### config.mk
export PLATFORM = sky130hd
export DESIGN_NAME = filter2d_ctrl
export DESIGN_NICKNAME = d
export VERILOG_FILES = /design/src/rtl/filter2d_pkg.sv /design/src/rtl/filter2d_pacer.sv /design/src/rtl/filter2d_ctrl.sv
export SDC_FILE = /design/constraint.sdc
export NUM_CORES = 1
export LEC_CHECK = 0
export BUFFER_PORTS_ARGS = -buffer_cell sky130_fd_sc_hd__buf_2
export CAP_MARGIN = 20
export CORE_AREA = 2 2 127 129
export CTS_BUF_LIST = sky130_fd_sc_hd__clkbuf_8 sky130_fd_sc_hd__clkbuf_16
export DETAILED_ROUTE_END_ITERATION = 16
export DIE_AREA = 0 0 129 131
export GPL_TIMING_DRIVEN = 0
export PLACE_DENSITY_LB_ADDON = 0.08
export SYNTH_ARGS = -nofsm -noshare
export SYNTH_HDL_FRONTEND = slang
export SYNTH_SLANG_ARGS = --single-unit
### constraint.sdc
create_clock -name clk -period 3 [get_ports clk]
set_clock_uncertainty 0.2 [all_clocks]
set_input_delay 0.15 -clock clk [delete_from_list [all_inputs] [get_ports clk]]
set_output_delay 0.15 -clock clk [all_outputs]
set_load 0.02 [all_outputs]
### src/rtl/filter2d_pkg.sv
`default_nettype none
// ============================================================================
// filter2d_pkg : shared state encoding, constants and sizing helper
// Rev 1.0
// ============================================================================
package filter2d_pkg;

    typedef enum logic [2:0] {
        ST_IDLE   = 3'd0,
        ST_LOAD   = 3'd1,
        ST_STREAM = 3'd2,
        ST_DRAIN  = 3'd3,
        ST_DONE   = 3'd4
    } state_t;

    localparam int NUM_COEF = 9;

    // Width able to hold the value n itself (counters run 0..n inclusive).
    function automatic int cnt_width(input int n);
        return $clog2(n + 1);
    endfunction

endpackage
`default_nettype wire

### src/rtl/filter2d_pacer.sv
`default_nettype none
// ============================================================================
// filter2d_pacer : spaces accepted source pixels GAP idle cycles apart
// Rev 1.0
// ============================================================================
module filter2d_pacer #(
    parameter int GAP = 16
) (
    input  logic clk,
    input  logic reset,
    input  logic clear,
    input  logic enable,
    input  logic src_valid,
    output logic src_ready,
    output logic xfer
);

    localparam int PW = (GAP > 0) ? $clog2(GAP + 1) : 1;

    logic [PW-1:0] pace;

    assign src_ready = enable && (pace == '0);
    assign xfer      = src_ready && src_valid;

    // Reload on every transfer; a stalled source simply leaves pace parked at 0.
    always_ff @(posedge clk) begin
        if (reset || clear) begin
            pace <= '0;
        end else if (xfer) begin
            pace <= PW'(GAP);
        end else if (pace != '0) begin
            pace <= pace - 1'b1;
        end
    end

endmodule
`default_nettype wire

### src/rtl/filter2d_ctrl.sv
`default_nettype none
// ============================================================================
// filter2d_ctrl : per-frame coefficient load, paced pixel stream and drain
// Rev 1.0
// ============================================================================
module filter2d_ctrl
    import filter2d_pkg::*;
#(
    parameter int IMG_W    = 256,
    parameter int IMG_H    = 256,
    parameter int GAP      = 16,
    parameter int DRAIN_TO = 4096
) (
    input  logic       clk,
    input  logic       reset,
    input  logic       start,
    input  logic [7:0] frame_cnt,
    output logic       busy,
    output logic       done,
    output logic       err,
    input  logic       cfg_we,
    input  logic [3:0] cfg_idx,
    input  logic [7:0] cfg_data,
    input  logic       src_valid,
    input  logic [7:0] src_data,
    output logic       src_ready,
    output logic       f_strb,
    output logic [7:0] f_data,
    output logic       f_h_write,
    output logic [3:0] f_h_idx,
    output logic [7:0] f_h_data,
    input  logic       f_o_strb
);

    localparam int             TOTAL_I = IMG_W * IMG_H;
    localparam int             CW      = cnt_width(TOTAL_I);
    localparam int             DW      = cnt_width(DRAIN_TO);
    localparam logic [CW-1:0]  TOTAL   = CW'(TOTAL_I);
    localparam logic [CW-1:0]  LAST    = CW'(TOTAL_I - 1);
    localparam logic [DW-1:0]  DRAIN_L = DW'(DRAIN_TO - 1);
    localparam logic [3:0]     COEF_L  = 4'(NUM_COEF - 1);

    state_t        state;
    state_t        state_nx;
    logic [7:0]    shadow [NUM_COEF];
    logic [3:0]    load_k;
    logic [7:0]    frames_left;
    logic [CW-1:0] in_cnt;
    logic [CW-1:0] out_cnt;
    logic [DW-1:0] drain_cnt;
    logic          zero_done;

    logic accept;
    logic load_last;
    logic stream_en;
    logic xfer;
    logic last_xfer;
    logic out_full;
    logic drain_exp;
    logic frame_end;
    logic out_active;

    assign accept     = (state == ST_IDLE) && start && (frame_cnt != 8'd0);
    assign load_last  = (state == ST_LOAD) && (load_k == COEF_L);
    assign stream_en  = (state == ST_STREAM) && (in_cnt < TOTAL);
    assign last_xfer  = xfer && (in_cnt == LAST);
    assign out_full   = (out_cnt == TOTAL);
    assign drain_exp  = (drain_cnt == DRAIN_L);
    assign frame_end  = (state == ST_DRAIN) && (out_full || drain_exp);
    assign out_active = (state == ST_STREAM) || (state == ST_DRAIN);

    filter2d_pacer #(
        .GAP       (GAP)
    ) u_pacer (
        .clk       (clk),
        .reset     (reset),
        .clear     (load_last),
        .enable    (stream_en),
        .src_valid (src_valid),
        .src_ready (src_ready),
        .xfer      (xfer)
    );

    always_ff @(posedge clk) begin
        if (reset) begin
            state <= ST_IDLE;
        end else begin
            state <= state_nx;
        end
    end

    always_comb begin
        state_nx  = state;
        busy      = (state != ST_IDLE);
        done      = (state == ST_DONE) || zero_done;
        f_h_write = 1'b0;
        f_h_idx   = 4'd0;
        f_h_data  = 8'd0;
        unique case (state)
            ST_IDLE: begin
                if (accept) state_nx = ST_LOAD;
            end
            ST_LOAD: begin
                // Shadow read is the registered value, so a same-cycle cfg write is not seen.
                f_h_write = 1'b1;
                f_h_idx   = load_k;
                f_h_data  = shadow[load_k];
                if (load_last) state_nx = ST_STREAM;
            end
            ST_STREAM: begin
                if (last_xfer) state_nx = ST_DRAIN;
            end
            ST_DRAIN: begin
                if (frame_end) state_nx = (frames_left == 8'd1) ? ST_DONE : ST_LOAD;
            end
            ST_DONE: begin
                state_nx = ST_IDLE;
            end
            default: begin
                state_nx = ST_IDLE;
            end
        endcase
    end

    always_ff @(posedge clk) begin
        if (reset) begin
            for (int k = 0; k < NUM_COEF; k++) shadow[k] <= 8'd0;
            load_k      <= 4'd0;
            frames_left <= 8'd0;
            in_cnt      <= '0;
            out_cnt     <= '0;
            drain_cnt   <= '0;
            zero_done   <= 1'b0;
            err         <= 1'b0;
            f_strb      <= 1'b0;
            f_data      <= 8'd0;
        end else begin
            if (cfg_we && (cfg_idx <= COEF_L)) shadow[cfg_idx] <= cfg_data;

            f_strb <= xfer;
            if (xfer) f_data <= src_data;

            // An empty run completes without ever leaving IDLE.
            zero_done <= (state == ST_IDLE) && start && (frame_cnt == 8'd0);

            if (accept) begin
                frames_left <= frame_cnt;
                err         <= 1'b0;
                load_k      <= 4'd0;
            end else if (state == ST_LOAD) begin
                load_k <= load_k + 4'd1;
            end

            if (load_last) begin
                in_cnt  <= '0;
                out_cnt <= '0;
            end else begin
                if (xfer) in_cnt <= in_cnt + 1'b1;
                if (out_active && f_o_strb && !out_full) out_cnt <= out_cnt + 1'b1;
            end

            if (state == ST_DRAIN) begin
                drain_cnt <= drain_cnt + 1'b1;
            end else begin
                drain_cnt <= '0;
            end

            if (frame_end) begin
                frames_left <= frames_left - 8'd1;
                load_k      <= 4'd0;
                if (!out_full) err <= 1'b1;
            end
        end
    end

endmodule
`default_nettype wire

==> results of run 1 <==
-- flip-flops by register name, indices dropped and copies added (netlist names), 3 cells and up, named ones only --
name and flops:
u_pacer.pace 5, f_data 8, out_cnt 17, state 3, in_cnt 17, drain_cnt 13, frames_left 8, load_k 4
shadow 128
-- layout make-up --
| cell class | count | area (um^2) | area share |
|---|---|---|---|
| Inverter | 19 | 71.3 | 0.00649 |
| Buffer | 28 | 145 | 0.0132 |
| Tap cell | 216 | 270 | 0.0246 |
| Timing Repair Buffer | 90 | 601 | 0.0547 |
| Clock inverter | 18 | 80.1 | 0.00729 |
| Sequential cell | 210 | 5490 | 0.500 |
| Clock buffer | 24 | 589 | 0.0537 |
| Multi-Input combinational cell | 522 | 3740 | 0.340 |
-- worst register-to-register path: stages (launching register included) --
cell and delay, ns:
dfxtp_1 0.30, clkbuf_1 0.19, or4b_1 0.61, a21oi_2 0.22
nand2_1 0.08, dlygate4sd3_1 0.55, a31oi_1 0.11, dlygate4sd3_1 0.55
-- routing by layer --
metal,part of all wire,global-route usage,vias up
met5,0,0,-
met4,0.022,0.0595,0
met3,0.052,0.0371,33
met2,0.50,0.428,177
met1,0.42,0.300,3022
li1,-,-,2945
-- power groups by stage --
stage | registers [W] | logic [W] | clock network [W]
5_1_grt | 0.00331 | 0.000655 | 0.00266
3_5_place_dp | 0.00335 | 0.000558 | 0
4_1_cts | 0.00329 | 0.000593 | 0.00255
6_report | 0.00329 | 0.000595 | 0.00249
2_1_floorplan | 0.00333 | 0.000405 | 0
3_3_place_gp | 0.00334 | 0.000536 | 0
-- through the flow --
step / instances / hold slack (ns) / util / instance area [um^2] / setup WS [ns]
after floorplan: 780 / 0.0489 / - / 9400 / 0.640
after global placement: 1055 / 0.191 / 0.639 / 9960 / 0.234
after detailed placement: 1055 / 0.199 / 0.639 / 9960 / 0.253
after CTS: 1126 / 0.0909 / 0.702 / 11000 / 0.0231
after global routing: 1127 / 0.0270 / 0.704 / 11000 / 0.00524
final: 1127 / 0.0345 / 0.704 / 11000 / 0.143
-- worst min path at each step --
stage | to | startpoint
CTS | shadow[4][0] | cfg_idx[0]
finish | shadow[8][5] | cfg_idx[2]
detailed placement | frames_left[1] | frame_cnt[1]
floorplan | shadow[10][0] | cfg_data[0]
global placement | f_data[2] | src_data[2]
global route | shadow[8][3] | cfg_idx[2]
-- cells in the final DEF (no fill, tap or decap), types with 11 or more instances in the layout --
cell type / n
a21oi_1: 26
and2_1: 85
buf_2: 66
clkbuf_1: 14
clkbuf_16: 23
conb_1: 56
dfxtp_1: 81
dlygate4sd3_1: 30
edfxtp_1: 128
ha_1: 11
inv_1: 29
mux4_2: 40
nand2_1: 45
nand3_1: 17
nand4_1: 13
nor2_1: 59
nor3_1: 17
nor4_1: 12
o21ai_0: 11
or3_1: 11
xnor2_1: 23
xor2_1: 13
-- kinds of logic (layout without fill, tap and decap cells) --
| logic type | Yosys count | after routing |
|---|---|---|
| muxes | 41 | 41 |
| adders and majority gates | 11 | 11 |
| buffers and inverters | 48 | 179 |
| AOI/OAI and AO/OA | 69 | 69 |
| xor gates and xnor gates | 36 | 36 |
| other | 1 | 56 |
| DFF | 210 | 210 |
| and+or+nand+nor | 309 | 309 |
-- timing repair --
action                                 in CTS  in global routing
pin swaps                                   0                  0
hold buffers                               30                  0
gates resized for setup                    10                  5
setup endpoints to repair                   8                 11
endpoints found under the hold margin     151                  0
==> results.yml, run 1 <==
worst_setup_path:
  required_ns: 3.26
  cp_max_fo: 9
  reg2reg_depth: 7
  endpoint_kind: "flip-flop"
  worstSetupPathType: "flip-flop to flip-flop"
  cp-startpoint: "state[2]"
  cp.depth: 7
  worstPathArrival_ns: 3.11
  timing.rr.end: "frames_left[6]"
  path_buf_inv: 3
  path_common_cell: "dlygate4sd3_1"
  r2r_slack_ns: 0.14
  regToRegStartpoint: "state[2]"
  start_kind: "flip-flop"
  cpMaxStageDelayCell: "or4b_1"
  cp-endpoint: "frames_left[6]"
  path_cells: "clkbuf_1, or4b_1, a21oi_2, nand2_1, dlygate4sd3_1, a31oi_1, dlygate4sd3_1"
  slowest_delay_ns: 0.61
  crit_family: "buffers and inverters"
hold_path:
  holdPathStages: 3
  min_path_type: "primary input to flip-flop"
sta:
  maxSlewHeadroom: 0.330
  min_period_over_period: 0.952
  fin_crit_ns: 2.86
  finalSetupTns_ns: 0
  grt_setup_unrepaired: "no"
  fmax_mhz: 350
  slew_violations: 0
  setup_violations: 0
  worst_pin_slew_ns: 0.997
  final-hold-violation-count: 0
place:
  place_congestion: 0.821
  io_buffer_count: 59
  dpl.hpwl_um: 12800
synthesis:
  synth_most_common_cell: "edfxtp_1"
  synthAdderAreaFrac: 0.0150
  syn_area_um2: 9190
  netlist.top_cell.by_area: "edfxtp_1"
  synth_cell_types: 59
  yosysWarnings: 0
  synth_top_family_by_area: "simple AND/OR/NAND/NOR gates"
  synth_top_area_share: 0.418
  ys_seq_area_frac: 0.597
  synth_compound_area_frac: 0.0483
  netlist_top_cells_area: "edfxtp_1, dfxtp_1, mux4_2"
  synthCells: 725
  synthFlopType: "edfxtp_1"
  muxShareOfSynthArea: 0.0991
  synthSimpleGateAreaFrac: 0.185
  synthXorXnorAreaFrac: 0.0343
  ys_seq_elements: 210
  async_flop_share: 0
  syn_area_per_cell_um2: 12.7
  synth_common_cells: "edfxtp_1, and2_1, dfxtp_1"
  synth_edf_count: 128
layout:
  fillers: 1099
  diodes: 0
  nets: 939
  drive_gt1_frac: 0.170
  area_growth_pct: 19.5
drt:
  wl_per_cell_um: 17.0
  routed_wl_um: 19200
  ant_nets: 0
  drt_iter0_markers: 397
  first_pass_iters: 5
  drc: 0
  vias: 6177
  vias_per_cell: 5.48
power_and_ir_drop:
  power_w: 0.00638
  p_leak_nw: 4.07
  p_seq_frac: 0.516
  p_int_w: 0.00492
  ir_drop_uv: 538
  p_per_area_nw_per_um2: 581
  combPwrFrac: 0.093
  clkPwrFrac: 0.391
  switching_share: 0.230
  p_sw_w: 0.00147
grt:
  overflow: 0
  grtUsageTotal: 0.236
  grt_pass1_wl_um: 31000
  antenna_found_initial: 0
  grt_start_max_net_pins: 17
  grt_pass1_vias: 6289
cts:
  cts_sinks: 210
  clk_pin_slew_ns: 0.06
  cts_max_level: 1
  root_buffer: "clkbuf_16"
  insertion_delay_ns: 0.51
  clock_path_buffers: 3
  cts_tree: "built"
  cts_buffers: 23
  post_cts_buffers: 0
die:
  fp.dieArea_um2: 16900
  initial_core_util: 0.589
  ios: 60
  die_y_um: 131
  core_area_um2: 15600
  fp.dieW_um: 129
  std_cell_rows: 46
flow_run:
  maxCapViolCount: 0
outcome:
  run_status: "finished, final reports clean"
Power figures use the tool's default switching activity.
==> inputs of run 2 (changes only) <==
BUFFER_PORTS_ARGS = -buffer_cell sky130_fd_sc_hd__buf_4   (was -buffer_cell sky130_fd_sc_hd__buf_2)
SKIP_LAST_GASP = 1   (was not set)
clock period = 3.15 ns   (was 3 ns; I/O delays follow)
==> results.yml, run 2 (synthesis results as in run 1) <==
power_and_ir_drop:
  p_leak_nw: 4.07
  combPwrFrac: 0.093
  p_sw_w: 0.00138
  ir_drop_uv: 394
  p_per_area_nw_per_um2: 562
  p_int_w: 0.00485
  clkPwrFrac: 0.404
  switching_share: 0.222
  p_seq_frac: 0.502
layout:
  final_common_cell: "edfxtp_1"
  largest_reg_flops: 128
  final_cell_mix: "edfxtp_1, and2_1, dfxtp_1"
  seq_area_um2: 5490
  diodes: 0
  fin_cells: 1120
  nets: 935
  fillers: 1107
  top_register: "shadow"
  multiInputGateArea_um2: 3720
  top_regs: "shadow: 128 flops, in_cnt: 17 flops, out_cnt: 17 flops"
  area_growth_pct: 20.8
  fin_util: 0.712
  drive_gt1_frac: 0.170
drt:
  drc: 0
  wl_per_cell_um: 17.6
  ant_nets: 0
  drt_iter0_markers: 368
  routed_wl_um: 19700
  first_pass_iters: 5
  vias: 6194
  vias_per_cell: 5.53
place:
  place_congestion: 0.818
  place_ws_ns: 0.373
  dpl.hpwl_um: 13000
  placed_cells_incl_taps: 1055
  io_buffer_count: 59
worst_setup_path:
  cpMaxStageDelayCell: "buf_1"
  slowest_delay_ns: 0.55
  worstSetupPathType: "flip-flop to output port"
  endpoint_kind: "output port"
  cp_max_fo: 10
  required_ns: 2.79
  worstPathArrival_ns: 2.71
  start_kind: "flip-flop"
  path_common_cell: "mux4_2"
  path_cells: "buf_1, mux4_2, mux4_2, and2_1, buf_4"
sta:
  maxSlewHeadroom: 0.289
  postLayoutSetupSlackWorst_ns: 0.0829
  worst_pin_slew_ns: 1.06
  fmax_mhz: 326
  setup_violations: 0
  finalSetupTns_ns: 0
  min_period_over_period: 0.974
  final-hold-violation-count: 2
  slew_violations: 0
  hold-worst-slack_ns: -0.00298
  fin_crit_ns: 3.07
  grt_setup_unrepaired: "no"
hold_path:
  min_path_type: "primary input to flip-flop"
grt:
  antenna_found_initial: 0
  grt_pass1_vias: 6268
  overflow: 0
  grt_start_max_net_pins: 17
  grtUsageTotal: 0.239
  grt_pass1_wl_um: 31200
cts:
  clk_pin_slew_ns: 0.07
  root_buffer: "clkbuf_16"
  insertion_delay_ns: 0.49
  cts_sinks: 210
  clock_path_buffers: 3
  cts_max_level: 1
  cts_buffers: 21
  cts_tree: "built"
die:
  std_cell_rows: 46
  core_area_um2: 15600
  initial_core_util: 0.589
  fp.dieW_um: 129
  die_y_um: 131
  fp.dieArea_um2: 16900
  ios: 60
flow_run:
  maxCapViolCount: 0
outcome:
  failed_checks: "negative hold slack"
  run_status: "complete, but fails checks"
==> run 2: cell count changes in the layout (fill, tap and decap cells not counted), moves of 2 or more <==
| cell | previous run | this run |
|---|---|---|
| buf_4 | 0 | 60 |
| buf_2 | 66 | 6 |
| inv_1 | 29 | 23 |
| clkbuf_16 | 23 | 21 |
| dlygate4sd3_1 | 30 | 28 |
| bufinv_16 | 0 | 3 |
| clkinv_2 | 2 | 4 |
| clkinv_1 | 4 | 1 |
==> run 2: timing repair <==
action | in CTS | in global routing
setup endpoints to repair | 8 | 8
buffers inserted | 0 | 0
hold buffers | 28 | 0
hold endpoints to repair | 149 | 0
gates resized for setup | 5 | 2
==> run 2: final timing paths <==
path / start / end / slack (ns) / depth (start not counted)
worst max-delay path: flip-flop / f_h_data[5] / 0.08 / 5
worst min-delay path: cfg_idx[0] / shadow[0][4] / -0.003 / 3
worst max register to register: drain_cnt[0] / frames_left[3] / 0.51 / 7
worst min register to register: f_data[7] / f_data[7] / 0.26 / 2
==> run 2: power by group through the flow <==
stage               registers [W]  clock network [W]  logic [W]
global route              0.00315            0.00268   0.000636
detailed placement        0.00319                  0   0.000550
finish                    0.00313            0.00252   0.000581
global placement          0.00318                  0   0.000527
CTS                       0.00313            0.00257   0.000583
floorplan                 0.00317                  0   0.000386
==> run 2: area by class of cell <==
| class | instances | share of cell area |
|---|---|---|
| plain buffers | 28 | 0.0125 |
| clock buffers | 23 | 0.0498 |
| clock inverters | 14 | 0.0127 |
| inverters | 19 | 0.00642 |
| multi-input cells | 522 | 0.335 |
| flip-flops and latches | 210 | 0.494 |
| well taps | 216 | 0.0243 |
| repair buffers | 88 | 0.0656 |
==> run 2: critical path: cells and delay by family (launching register included) <==
family / cells / cell delay (ns)
buf+inv: 2 / 0.70
flops: 1 / 0.43
mux: 2 / 0.93
simple gates: 1 / 0.16
==> run 2: metal layers <==
metal / GRT usage / vias up / part of all wire / wire (um)
li1: - / 2935 / - / -
met1: 0.302 / 3037 / 0.42 / 8240
met2: 0.426 / 188 / 0.50 / 9950
met3: 0.0375 / 34 / 0.056 / 1110
met4: 0.0723 / 0 / 0.021 / 416
met5: 0 / - / 0 / 0
==> run 2: through the flow <==
step                      hold slack [ns]  total power (W)  instance area [um^2]
after floorplan                    0.0564          0.00355                  9400
final                            -0.00298          0.00624                 11100
after detailed placement            0.204          0.00374                 10100
after CTS                          0.0339          0.00628                 11100
after global placement              0.194          0.00370                 10100
after global routing              0.00145          0.00647                 11100
